**src/rtl/fp16_pkg.sv**
```systemverilog
// ---------------------------------------------------------------------------
// fp16_pkg
// Shared definitions for the FP16 stages of the CNN datapath: field layout
// of IEEE half precision, special-value encodings, the common sequencing
// state enum and a small input-canonicalisation helper.
// No ports (package).
// ---------------------------------------------------------------------------
package fp16_pkg;

    localparam int FP16_W   = 16;
    localparam int EXP_W    = 5;
    localparam int MANT_W   = 10;
    localparam int SIGN_POS = 15;
    localparam int EXP_LSB  = 10;
    localparam int EXP_MSB  = 14;
    localparam int EXP_BIAS = 15;

    localparam logic [EXP_W-1:0]  EXP_MAX  = 5'h1F;
    localparam logic [FP16_W-1:0] POS_ZERO = 16'h0000;
    localparam logic [FP16_W-1:0] POS_INF  = 16'h7C00;
    localparam logic [FP16_W-1:0] NEG_INF  = 16'hFC00;
    localparam logic [FP16_W-1:0] QNAN     = 16'h7E00;

    typedef enum logic [2:0] {
        ST_IDLE  = 3'd0,
        ST_ALIGN = 3'd1,
        ST_ADD   = 3'd2,
        ST_NORM  = 3'd3,
        ST_OUT   = 3'd4
    } fp16_state_t;

    // Zero/subnormal inputs become signed zero; any exp=31 input becomes
    // an infinity of its sign (incoming NaN payloads are not propagated).
    function automatic logic [FP16_W-1:0] fp16_flush(input logic [FP16_W-1:0] x);
        if (x[EXP_MSB:EXP_LSB] == '0)
            return {x[SIGN_POS], 15'd0};
        else if (x[EXP_MSB:EXP_LSB] == EXP_MAX)
            return {x[SIGN_POS], EXP_MAX, 10'd0};
        else
            return x;
    endfunction

endpackage

```
**src/rtl/fp16_lzc.sv**
```systemverilog
// ---------------------------------------------------------------------------
// fp16_lzc
// Combinational leading-zero counter used by the accumulator's normalize
// step. An all-zero input reports W.
// Ports:
//   din  in   W    value to scan, MSB first
//   cnt  out  CW   number of zeros above the most significant one
// ---------------------------------------------------------------------------
module fp16_lzc #(
    parameter int W  = 15,
    parameter int CW = $clog2(W + 1)
) (
    input  logic [W-1:0]  din,
    output logic [CW-1:0] cnt
);

    // Scan upward so the highest set bit is the last one to win.
    always_comb begin
        cnt = CW'(W);
        for (int i = 0; i < W; i++) begin
            if (din[i])
                cnt = CW'(W - 1 - i);
        end
    end

endmodule

```
**src/rtl/fp16_accumulator.sv**
```systemverilog
// ---------------------------------------------------------------------------
// fp16_accumulator
// Serial FP16 vector summer. Accepts one element per 4 cycles, sums a vector
// terminated by in_last, then presents the FP16 sum and element count until
// the consumer takes it.
//
// Build option: FP16_RNE_EN
//   defined   -> round to nearest, ties to even, from guard/sticky bits
//   undefined -> truncate toward zero
//
// Ports:
//   clk        in   1      clock, all state on posedge
//   rst_n      in   1      synchronous active-low reset
//   in_valid   in   1      in_data/in_last valid
//   in_ready   out  1      element can be accepted (IDLE only)
//   in_data    in   16     FP16 element
//   in_last    in   1      element closes the vector
//   out_valid  out  1      result valid, held until out_ready
//   out_ready  in   1      consumer accepts result
//   out_data   out  16     FP16 sum
//   out_count  out  CNT_W  elements summed, saturating
//
// state  | meaning
// IDLE   | waiting for an element; in_ready high
// ALIGN  | pick larger exponent, right-shift the other significand, collect sticky
// ADD    | signed-magnitude add/subtract of the aligned significands
// NORM   | leading-one normalize, round, special cases, write accumulator
// OUT    | result presented; accumulator cleared on handoff
// ---------------------------------------------------------------------------
module fp16_accumulator
    import fp16_pkg::*;
#(
    parameter int GUARD_BITS = 3,
    parameter int CNT_W      = 8
) (
    input  logic             clk,
    input  logic             rst_n,
    input  logic             in_valid,
    output logic             in_ready,
    input  logic [15:0]      in_data,
    input  logic             in_last,
    output logic             out_valid,
    input  logic             out_ready,
    output logic [15:0]      out_data,
    output logic [CNT_W-1:0] out_count
);

    // Significand with hidden one plus guard bits, and one more bit for the
    // carry out of an add.
    localparam int SW  = MANT_W + 1 + GUARD_BITS;
    localparam int MW  = SW + 1;
    localparam int LZW = $clog2(MW + 1);

`ifdef FP16_RNE_EN
    localparam bit RNE = 1'b1;
`else
    localparam bit RNE = 1'b0;
`endif

    fp16_state_t      state;
    logic [15:0]      acc;
    logic [15:0]      op;
    logic             last_q;
    logic [CNT_W-1:0] count;

    logic [SW-1:0]    big_sig;
    logic [SW-1:0]    small_sig;
    logic             big_sign;
    logic             small_sign;
    logic [EXP_W-1:0] big_exp;

    logic [MW-1:0]    mag;
    logic             res_sign;
    logic [EXP_W-1:0] res_exp;

    // ------------------------------------------------------------------
    // ALIGN datapath
    // ------------------------------------------------------------------
    logic [SW-1:0]    acc_sig, op_sig;
    logic [SW-1:0]    al_big, al_small_raw, al_small, al_lost;
    logic [EXP_W-1:0] al_exp, al_shift;
    logic             al_big_sign, al_small_sign;

    always_comb begin
        acc_sig = (acc[EXP_MSB:EXP_LSB] == '0) ? '0
                : {1'b1, acc[MANT_W-1:0], {GUARD_BITS{1'b0}}};
        op_sig  = (op[EXP_MSB:EXP_LSB] == '0) ? '0
                : {1'b1, op[MANT_W-1:0], {GUARD_BITS{1'b0}}};

        // Equal exponents keep the accumulator as "big"; ADD sorts out
        // which magnitude is actually larger.
        if (op[EXP_MSB:EXP_LSB] > acc[EXP_MSB:EXP_LSB]) begin
            al_big        = op_sig;
            al_small_raw  = acc_sig;
            al_exp        = op[EXP_MSB:EXP_LSB];
            al_shift      = op[EXP_MSB:EXP_LSB] - acc[EXP_MSB:EXP_LSB];
            al_big_sign   = op[SIGN_POS];
            al_small_sign = acc[SIGN_POS];
        end else begin
            al_big        = acc_sig;
            al_small_raw  = op_sig;
            al_exp        = acc[EXP_MSB:EXP_LSB];
            al_shift      = acc[EXP_MSB:EXP_LSB] - op[EXP_MSB:EXP_LSB];
            al_big_sign   = acc[SIGN_POS];
            al_small_sign = op[SIGN_POS];
        end

        al_lost = '0;
        if (int'(al_shift) >= SW) begin
            al_small = {{(SW-1){1'b0}}, |al_small_raw};
        end else begin
            al_lost     = al_small_raw & ~({SW{1'b1}} << al_shift);
            al_small    = al_small_raw >> al_shift;
            al_small[0] = al_small[0] | (|al_lost);
        end
    end

    // ------------------------------------------------------------------
    // ADD datapath
    // ------------------------------------------------------------------
    logic [MW-1:0] add_mag;
    logic          add_sign;

    always_comb begin
        if (big_sign == small_sign) begin
            add_mag  = {1'b0, big_sig} + {1'b0, small_sig};
            add_sign = big_sign;
        end else if (big_sig >= small_sig) begin
            add_mag  = {1'b0, big_sig - small_sig};
            add_sign = big_sign;
        end else begin
            add_mag  = {1'b0, small_sig - big_sig};
            add_sign = small_sign;
        end
    end

    // ------------------------------------------------------------------
    // NORM datapath
    // ------------------------------------------------------------------
    logic [LZW-1:0]    lz;
    logic [MW-1:0]     norm;
    logic [MANT_W-1:0] mant_t;
    logic [MANT_W-1:0] mant_f;
    logic [MANT_W:0]   mant_r;
    logic              guard_b, sticky_b, round_up;
    logic              acc_inf, acc_nan, op_inf;
    int                exp_i;
    logic [15:0]       norm_res;

    fp16_lzc #(.W(MW), .CW(LZW)) u_lzc (
        .din (mag),
        .cnt (lz)
    );

    always_comb begin
        // Leading one lands on the MSB; its weight is 2^(res_exp+1-lz).
        norm     = mag << lz;
        mant_t   = norm[MW-2 -: MANT_W];
        guard_b  = norm[MW-2-MANT_W];
        sticky_b = |norm[MW-3-MANT_W:0];
        round_up = RNE & guard_b & (sticky_b | mant_t[0]);
        mant_r   = {1'b0, mant_t} + {{MANT_W{1'b0}}, round_up};
        exp_i    = int'(res_exp) + 1 - int'(lz) + int'(mant_r[MANT_W]);
        // A carry out of rounding means 1.11..1 became 10.00..0.
        mant_f   = mant_r[MANT_W] ? '0 : mant_r[MANT_W-1:0];

        acc_inf = (acc[EXP_MSB:EXP_LSB] == EXP_MAX) && (acc[MANT_W-1:0] == '0);
        acc_nan = (acc[EXP_MSB:EXP_LSB] == EXP_MAX) && (acc[MANT_W-1:0] != '0);
        op_inf  = (op[EXP_MSB:EXP_LSB] == EXP_MAX);

        if (acc_nan || (acc_inf && op_inf && (acc[SIGN_POS] != op[SIGN_POS])))
            norm_res = QNAN;
        else if (acc_inf)
            norm_res = acc;
        else if (op_inf)
            norm_res = op;
        else if (!norm[MW-1])
            norm_res = POS_ZERO;
        else if (exp_i >= int'(EXP_MAX))
            norm_res = res_sign ? NEG_INF : POS_INF;
        else if (exp_i <= 0)
            norm_res = POS_ZERO;
        else
            norm_res = {res_sign, EXP_W'(exp_i), mant_f};
    end

    // ------------------------------------------------------------------
    // Sequencer
    // ------------------------------------------------------------------
    always_ff @(posedge clk) begin
        if (!rst_n) begin
            state      <= ST_IDLE;
            acc        <= POS_ZERO;
            op         <= '0;
            last_q     <= 1'b0;
            count      <= '0;
            big_sig    <= '0;
            small_sig  <= '0;
            big_sign   <= 1'b0;
            small_sign <= 1'b0;
            big_exp    <= '0;
            mag        <= '0;
            res_sign   <= 1'b0;
            res_exp    <= '0;
            in_ready   <= 1'b0;
            out_valid  <= 1'b0;
            out_data   <= '0;
            out_count  <= '0;
        end else begin
            case (state)
                ST_IDLE: begin
                    if (in_valid && in_ready) begin
                        op       <= fp16_flush(in_data);
                        last_q   <= in_last;
                        if (count != '1)
                            count <= count + 1'b1;
                        in_ready <= 1'b0;
                        state    <= ST_ALIGN;
                    end else begin
                        in_ready <= 1'b1;
                    end
                end
                ST_ALIGN: begin
                    big_sig    <= al_big;
                    small_sig  <= al_small;
                    big_sign   <= al_big_sign;
                    small_sign <= al_small_sign;
                    big_exp    <= al_exp;
                    state      <= ST_ADD;
                end
                ST_ADD: begin
                    mag      <= add_mag;
                    res_sign <= add_sign;
                    res_exp  <= big_exp;
                    state    <= ST_NORM;
                end
                ST_NORM: begin
                    acc <= norm_res;
                    if (last_q) begin
                        out_valid <= 1'b1;
                        out_data  <= norm_res;
                        out_count <= count;
                        state     <= ST_OUT;
                    end else begin
                        in_ready <= 1'b1;
                        state    <= ST_IDLE;
                    end
                end
                ST_OUT: begin
                    if (out_ready) begin
                        out_valid <= 1'b0;
                        acc       <= POS_ZERO;
                        count     <= '0;
                        in_ready  <= 1'b1;
                        state     <= ST_IDLE;
                    end
                end
                default: begin
                    state    <= ST_IDLE;
                    in_ready <= 1'b0;
                end
            endcase
        end
    end

endmodule

```
**config.mk**
```make
export PLATFORM = sky130hd
export DESIGN_NAME = fp16_accumulator
export DESIGN_NICKNAME = d
export VERILOG_FILES = /design/src/rtl/fp16_pkg.sv /design/src/rtl/fp16_lzc.sv /design/src/rtl/fp16_accumulator.sv
export SDC_FILE = /design/constraint.sdc
export NUM_CORES = 1
export LEC_CHECK = 0
export CORE_MARGIN = 4
export CORE_UTILIZATION = 45
export CTS_CLUSTER_SIZE = 20
export DETAILED_ROUTE_END_ITERATION = 12
export GPL_TIMING_DRIVEN = 0
export PLACE_DENSITY = 0.59
export SETUP_SLACK_MARGIN = 0.2
export SLEW_MARGIN = 20
export SYNTH_ARGS = -nofsm -noshare
export SYNTH_HDL_FRONTEND = slang
export SYNTH_SLANG_ARGS = --single-unit
```
**constraint.sdc**
```tcl
create_clock -name clk -period 4.3 [get_ports clk]
set_input_delay 0.645 -clock clk [delete_from_list [all_inputs] [get_ports clk]]
set_output_delay 0.645 -clock clk [all_outputs]
set_load 0.1 [all_outputs]
```
==> flow_results.xml, run 1 <==
<?xml version="1.0" encoding="UTF-8"?>
<metrics>
  <group name="synthesis">
    <metric name="syn-instance-count" unit="">1126</metric>
    <metric name="synth_ff_type" unit="">sky130_fd_sc_hd__dfxtp_1</metric>
    <metric name="synth.top_cells.by_area" unit="">sky130_fd_sc_hd__dfxtp_1 (28%), sky130_fd_sc_hd__ha_1 (7.4%), sky130_fd_sc_hd__nand2_1 (5.9%)</metric>
    <metric name="synth_sequential_area_ratio" unit="">0.285</metric>
    <metric name="ys.warnings.count" unit="">0</metric>
    <metric name="synth_enable_flop_cells" unit="">0</metric>
    <metric name="synth_largest_area_cell" unit="">sky130_fd_sc_hd__dfxtp_1</metric>
    <metric name="yosysMostFrequentCell" unit="">sky130_fd_sc_hd__nand2_1</metric>
    <metric name="async_reset_ff_frac" unit="">0</metric>
    <metric name="synth.cells.most_frequent" unit="">sky130_fd_sc_hd__nand2_1 (137), sky130_fd_sc_hd__nor2_1 (126), sky130_fd_sc_hd__dfxtp_1 (123)</metric>
    <metric name="syn-num-nets" unit="">1203</metric>
    <metric name="synth.avg_cell_area" unit="sq um">7.69</metric>
    <metric name="yosysTopAreaCellShare" unit="">0.285</metric>
    <metric name="netlist-cell-type-count" unit="">76</metric>
    <metric name="postSynthRegisterBits" unit="">123</metric>
    <metric name="post_synthesis_cell_area" unit="sq um">8650</metric>
  </group>
  <group name="setup_path">
    <metric name="worst-endpoint-arrival" unit="ns">4.27</metric>
    <metric name="number_of_cell_instances_on_the_worst_register_to_register_path" unit="">14</metric>
    <metric name="worst_r2r_endpoint" unit="">out_data[9]</metric>
    <metric name="critPathMaxFanout" unit="">10</metric>
    <metric name="reg2reg_setup_slack" unit="ns">0.31</metric>
    <metric name="path_class" unit="">flop to flop</metric>
    <metric name="crit_path_end_kind" unit="">flop</metric>
    <metric name="worstSetupStartpoint" unit="">mag[6]</metric>
    <metric name="critical_path.reg2reg.startpoint" unit="">mag[6]</metric>
    <metric name="worstSetupStartpointType" unit="">flop</metric>
    <metric name="crit_path_end" unit="">out_data[9]</metric>
    <metric name="timing.critical_path.required" unit="ns">4.58</metric>
  </group>
  <group name="sta">
    <metric name="slew_headroom" unit="">0.347</metric>
    <metric name="worst_slew_pin_slew" unit="ns">0.976</metric>
    <metric name="finalCriticalPeriod" unit="ns">3.99</metric>
    <metric name="report.final.slew_viol_count" unit="">0</metric>
    <metric name="rsz0062_at_grt" unit="">true</metric>
    <metric name="hold_violations" unit="">0</metric>
    <metric name="setup_viol_count_final" unit="">0</metric>
    <metric name="min_period_over_period" unit="">0.928</metric>
    <metric name="timing.fmax" unit="MHz">251</metric>
    <metric name="timing.final.ws_setup" unit="ns">0.310</metric>
    <metric name="fin_skew" unit="ns">0.0143</metric>
  </group>
  <group name="clock_network">
    <metric name="cts.htree.levels" unit="">4</metric>
    <metric name="ctsLongestPathBuffers" unit="">2</metric>
    <metric name="tritoncts.num_buffers" unit="">17</metric>
    <metric name="cts.root.buffer_cell" unit="">sky130_fd_sc_hd__clkbuf_16</metric>
    <metric name="worst_skew_pair.late_latency" unit="ns">0.43</metric>
    <metric name="hold_buffers" unit="">0</metric>
    <metric name="clk_transition_reported_paths" unit="ns">0.07</metric>
    <metric name="numClockSinks" unit="">123</metric>
    <metric name="tritoncts" unit="">built</metric>
  </group>
  <group name="finish">
    <metric name="post-route-util" unit="">0.544</metric>
    <metric name="area_delta_synth_final" unit="%">18.3</metric>
    <metric name="final_layout_size_suffix_gt1_frac" unit="">0.0932</metric>
    <metric name="fin_nets" unit="">1276</metric>
    <metric name="ant_cells" unit="">0</metric>
  </group>
  <group name="placement">
    <metric name="place_congestion" unit="">0.932</metric>
    <metric name="detailed_place_hpwl" unit="um">22200</metric>
    <metric name="dp_worst_setup_slack" unit="ns">-0.440</metric>
    <metric name="buffer_ports.inserted" unit="">46</metric>
  </group>
  <group name="route">
    <metric name="ant_nets" unit="">0</metric>
    <metric name="vias_per_cell" unit="">5.95</metric>
    <metric name="vias" unit="">8757</metric>
    <metric name="initialDrtViolationCount" unit="">716</metric>
    <metric name="route.final.wire_length" unit="um">29000</metric>
    <metric name="detail_route.first_pass.iterations" unit="">5</metric>
    <metric name="post_drt_wl_per_cell" unit="um">19.7</metric>
    <metric name="route.detailed.drc" unit="">0</metric>
  </group>
  <group name="floorplan">
    <metric name="die_w" unit="um">147</metric>
    <metric name="fp.dieArea" unit="sq um">21500</metric>
    <metric name="initial_utilization" unit="">0.460</metric>
    <metric name="floorplan.die.height" unit="um">147</metric>
    <metric name="num_io_pins" unit="">47</metric>
    <metric name="core.rowCount" unit="">50</metric>
    <metric name="fp.coreArea" unit="sq um">18800</metric>
  </group>
  <group name="global_route">
    <metric name="grt_overflow" unit="">0</metric>
    <metric name="antenna_found_initial" unit="">0</metric>
    <metric name="grt_max_degree" unit="">17</metric>
    <metric name="groute.usage.overall" unit="">0.264</metric>
    <metric name="grt_first_pass_wirelength" unit="um">45500</metric>
    <metric name="grt_pass1_vias" unit="">8241</metric>
  </group>
  <group name="pwr">
    <metric name="pwr_density_cell" unit="nW/um^2">405</metric>
    <metric name="worst_supply_voltage_drop_on_vdd" unit="mV">0.271</metric>
    <metric name="p_leak" unit="nW">3.75</metric>
  </group>
  <group name="outcome">
    <metric name="run_status" unit="">finished, final reports clean</metric>
  </group>
  <group name="worst_hold_path">
    <metric name="hold_path_class" unit="">flop to flop</metric>
  </group>
  <group name="flow_run">
    <metric name="number_of_maximum_capacitance_constraint_violations" unit="">0</metric>
  </group>
</metrics>
## worst min path at each step
stage                   endpoint    startpoint  slack (ns)  cells past startpoint
floorplan             res_exp[1]    big_exp[1]        0.43                      2
global placement    out_count[5]  out_count[5]        0.45                      2
detailed placement  out_count[4]  out_count[4]        0.45                      2
CTS                 out_count[4]  out_count[4]        0.46                      2
global route        out_count[3]  out_count[3]        0.48                      2
finish              out_count[6]  out_count[6]        0.46                      2
## timing repair
item	in CTS	in global routing
gates resized for setup	18	26
cloned	0	0
setup endpoints to repair	22	20
pin swaps	4	8
setup buffers	3	5
## worst max-delay path: stages (launching register included)
cell                       delay (ns)
sky130_fd_sc_hd__dfxtp_2         0.36
sky130_fd_sc_hd__or3_1           0.37
sky130_fd_sc_hd__o211ai_1        0.32
sky130_fd_sc_hd__nand2_2         0.15
sky130_fd_sc_hd__buf_6           0.18
sky130_fd_sc_hd__ha_1            0.18
sky130_fd_sc_hd__ha_1            0.21
sky130_fd_sc_hd__fa_2            0.46
sky130_fd_sc_hd__or3_4           0.41
sky130_fd_sc_hd__o311ai_4        0.36
sky130_fd_sc_hd__or3_4           0.21
sky130_fd_sc_hd__a211oi_2        0.05
sky130_fd_sc_hd__a222oi_1        0.32
sky130_fd_sc_hd__buf_4           0.19
sky130_fd_sc_hd__a211oi_1        0.06
## per-stage QoR
step                      std cells  cell area, sq um  hold WS, ns  TNS (ns)  total power [mW]
after floorplan                1126              8650        0.432         0              2.26
after global placement         1432              9440        0.446     -4.66              2.63
after detailed placement       1432              9440        0.447     -5.27              2.63
after CTS                      1467             10100        0.457         0              4.09
after global routing           1472             10200        0.476         0              4.36
final                          1472             10200        0.456         0              4.15
## cell families after synthesis
| kind of cell | synth area share |
|---|---|
| AO/OA/AOI/OAI | 0.252 |
| XOR/XNOR | 0.0252 |
| adder cells (fa/ha/maj) | 0.0853 |
| buffers and inverters | 0.0610 |
| flip-flops | 0.285 |
| multiplexers | 0.0746 |
| AND/OR/NAND/NOR | 0.217 |
## power breakdown
group,switching (mW),internal (mW),leakage (nW)
Sequential,0.0774,1.19,0.998
Clock,0.607,0.828,0.291
Combinational,0.905,0.541,2.46
## state kept, by name, summed over array words and instances, names as in the netlist, 3 cells and up
name	flops
big_sig	11
state	3
out_data	16
small_sig	14
op	16
count	8
acc	16
big_exp	5
res_exp	5
out_count	8
mag	15
## cell type report
cell class,count,area (sq um)
buffer,71,300
fill,1838,8590
timing repair buffer,54,520
sequential,123,2470
clock buffer,17,425
inverter,64,240
tap,260,325
multi-input combinational,868,5790
clock inverter,15,166
## layer usage
layer / global-route usage / up-vias / share of wire
met4: 0.0833 / 0 / 0.033
met2: 0.427 / 331 / 0.46
met5: 0 / - / 0
met1: 0.358 / 4138 / 0.45
li1: - / 4222 / -
met3: 0.0456 / 66 / 0.065
## cell usage in the layout (no fill, tap or decap), types with 8 or more instances in the layout
master,netlist,layout
sky130_fd_sc_hd__a211oi_1,13,12
sky130_fd_sc_hd__a21o_1,12,12
sky130_fd_sc_hd__a21oi_1,72,71
sky130_fd_sc_hd__a22o_1,12,12
sky130_fd_sc_hd__a22oi_1,15,15
sky130_fd_sc_hd__a311oi_1,13,13
sky130_fd_sc_hd__a31oi_1,10,10
sky130_fd_sc_hd__a32o_1,19,19
sky130_fd_sc_hd__and3_1,9,9
sky130_fd_sc_hd__buf_2,11,11
sky130_fd_sc_hd__buf_4,2,8
sky130_fd_sc_hd__clkbuf_1,53,51
sky130_fd_sc_hd__clkbuf_16,0,17
sky130_fd_sc_hd__clkdlybuf4s50_1,0,46
sky130_fd_sc_hd__dfxtp_1,123,116
sky130_fd_sc_hd__ha_1,51,51
sky130_fd_sc_hd__inv_1,63,63
sky130_fd_sc_hd__mux2_2,16,16
sky130_fd_sc_hd__mux2i_1,45,45
sky130_fd_sc_hd__nand2_1,137,136
sky130_fd_sc_hd__nand3_1,44,44
sky130_fd_sc_hd__nor2_1,126,124
sky130_fd_sc_hd__nor2b_1,10,10
sky130_fd_sc_hd__nor3_1,31,30
sky130_fd_sc_hd__o211ai_1,15,15
sky130_fd_sc_hd__o21ai_0,54,48
sky130_fd_sc_hd__o31ai_1,11,11
sky130_fd_sc_hd__or3_1,10,8
sky130_fd_sc_hd__xnor2_1,14,13
sky130_fd_sc_hd__xor2_1,9,8
No activity file was read; power rests on OpenSTA's default activity.
==> inputs of run 2 (changes only) <==
--- a/config.mk
+++ b/config.mk
@@ -7,6 +7,7 @@
 export LEC_CHECK = 0
 export CORE_MARGIN = 4
 export CORE_UTILIZATION = 45
+export CTS_CLUSTER_DIAMETER = 100
 export CTS_CLUSTER_SIZE = 20
 export DETAILED_ROUTE_END_ITERATION = 12
 export GPL_TIMING_DRIVEN = 0
==> constraint.sdc (replaced) <==
create_clock -name clk -period 4.3 [get_ports clk]
set_input_delay 0.86 -clock clk [delete_from_list [all_inputs] [get_ports clk]]
set_output_delay 0.86 -clock clk [all_outputs]
set_load 0.1 [all_outputs]
==> results of run 2 <==
Same layout as run 1: the final DEF is identical, and so are final timing and power.
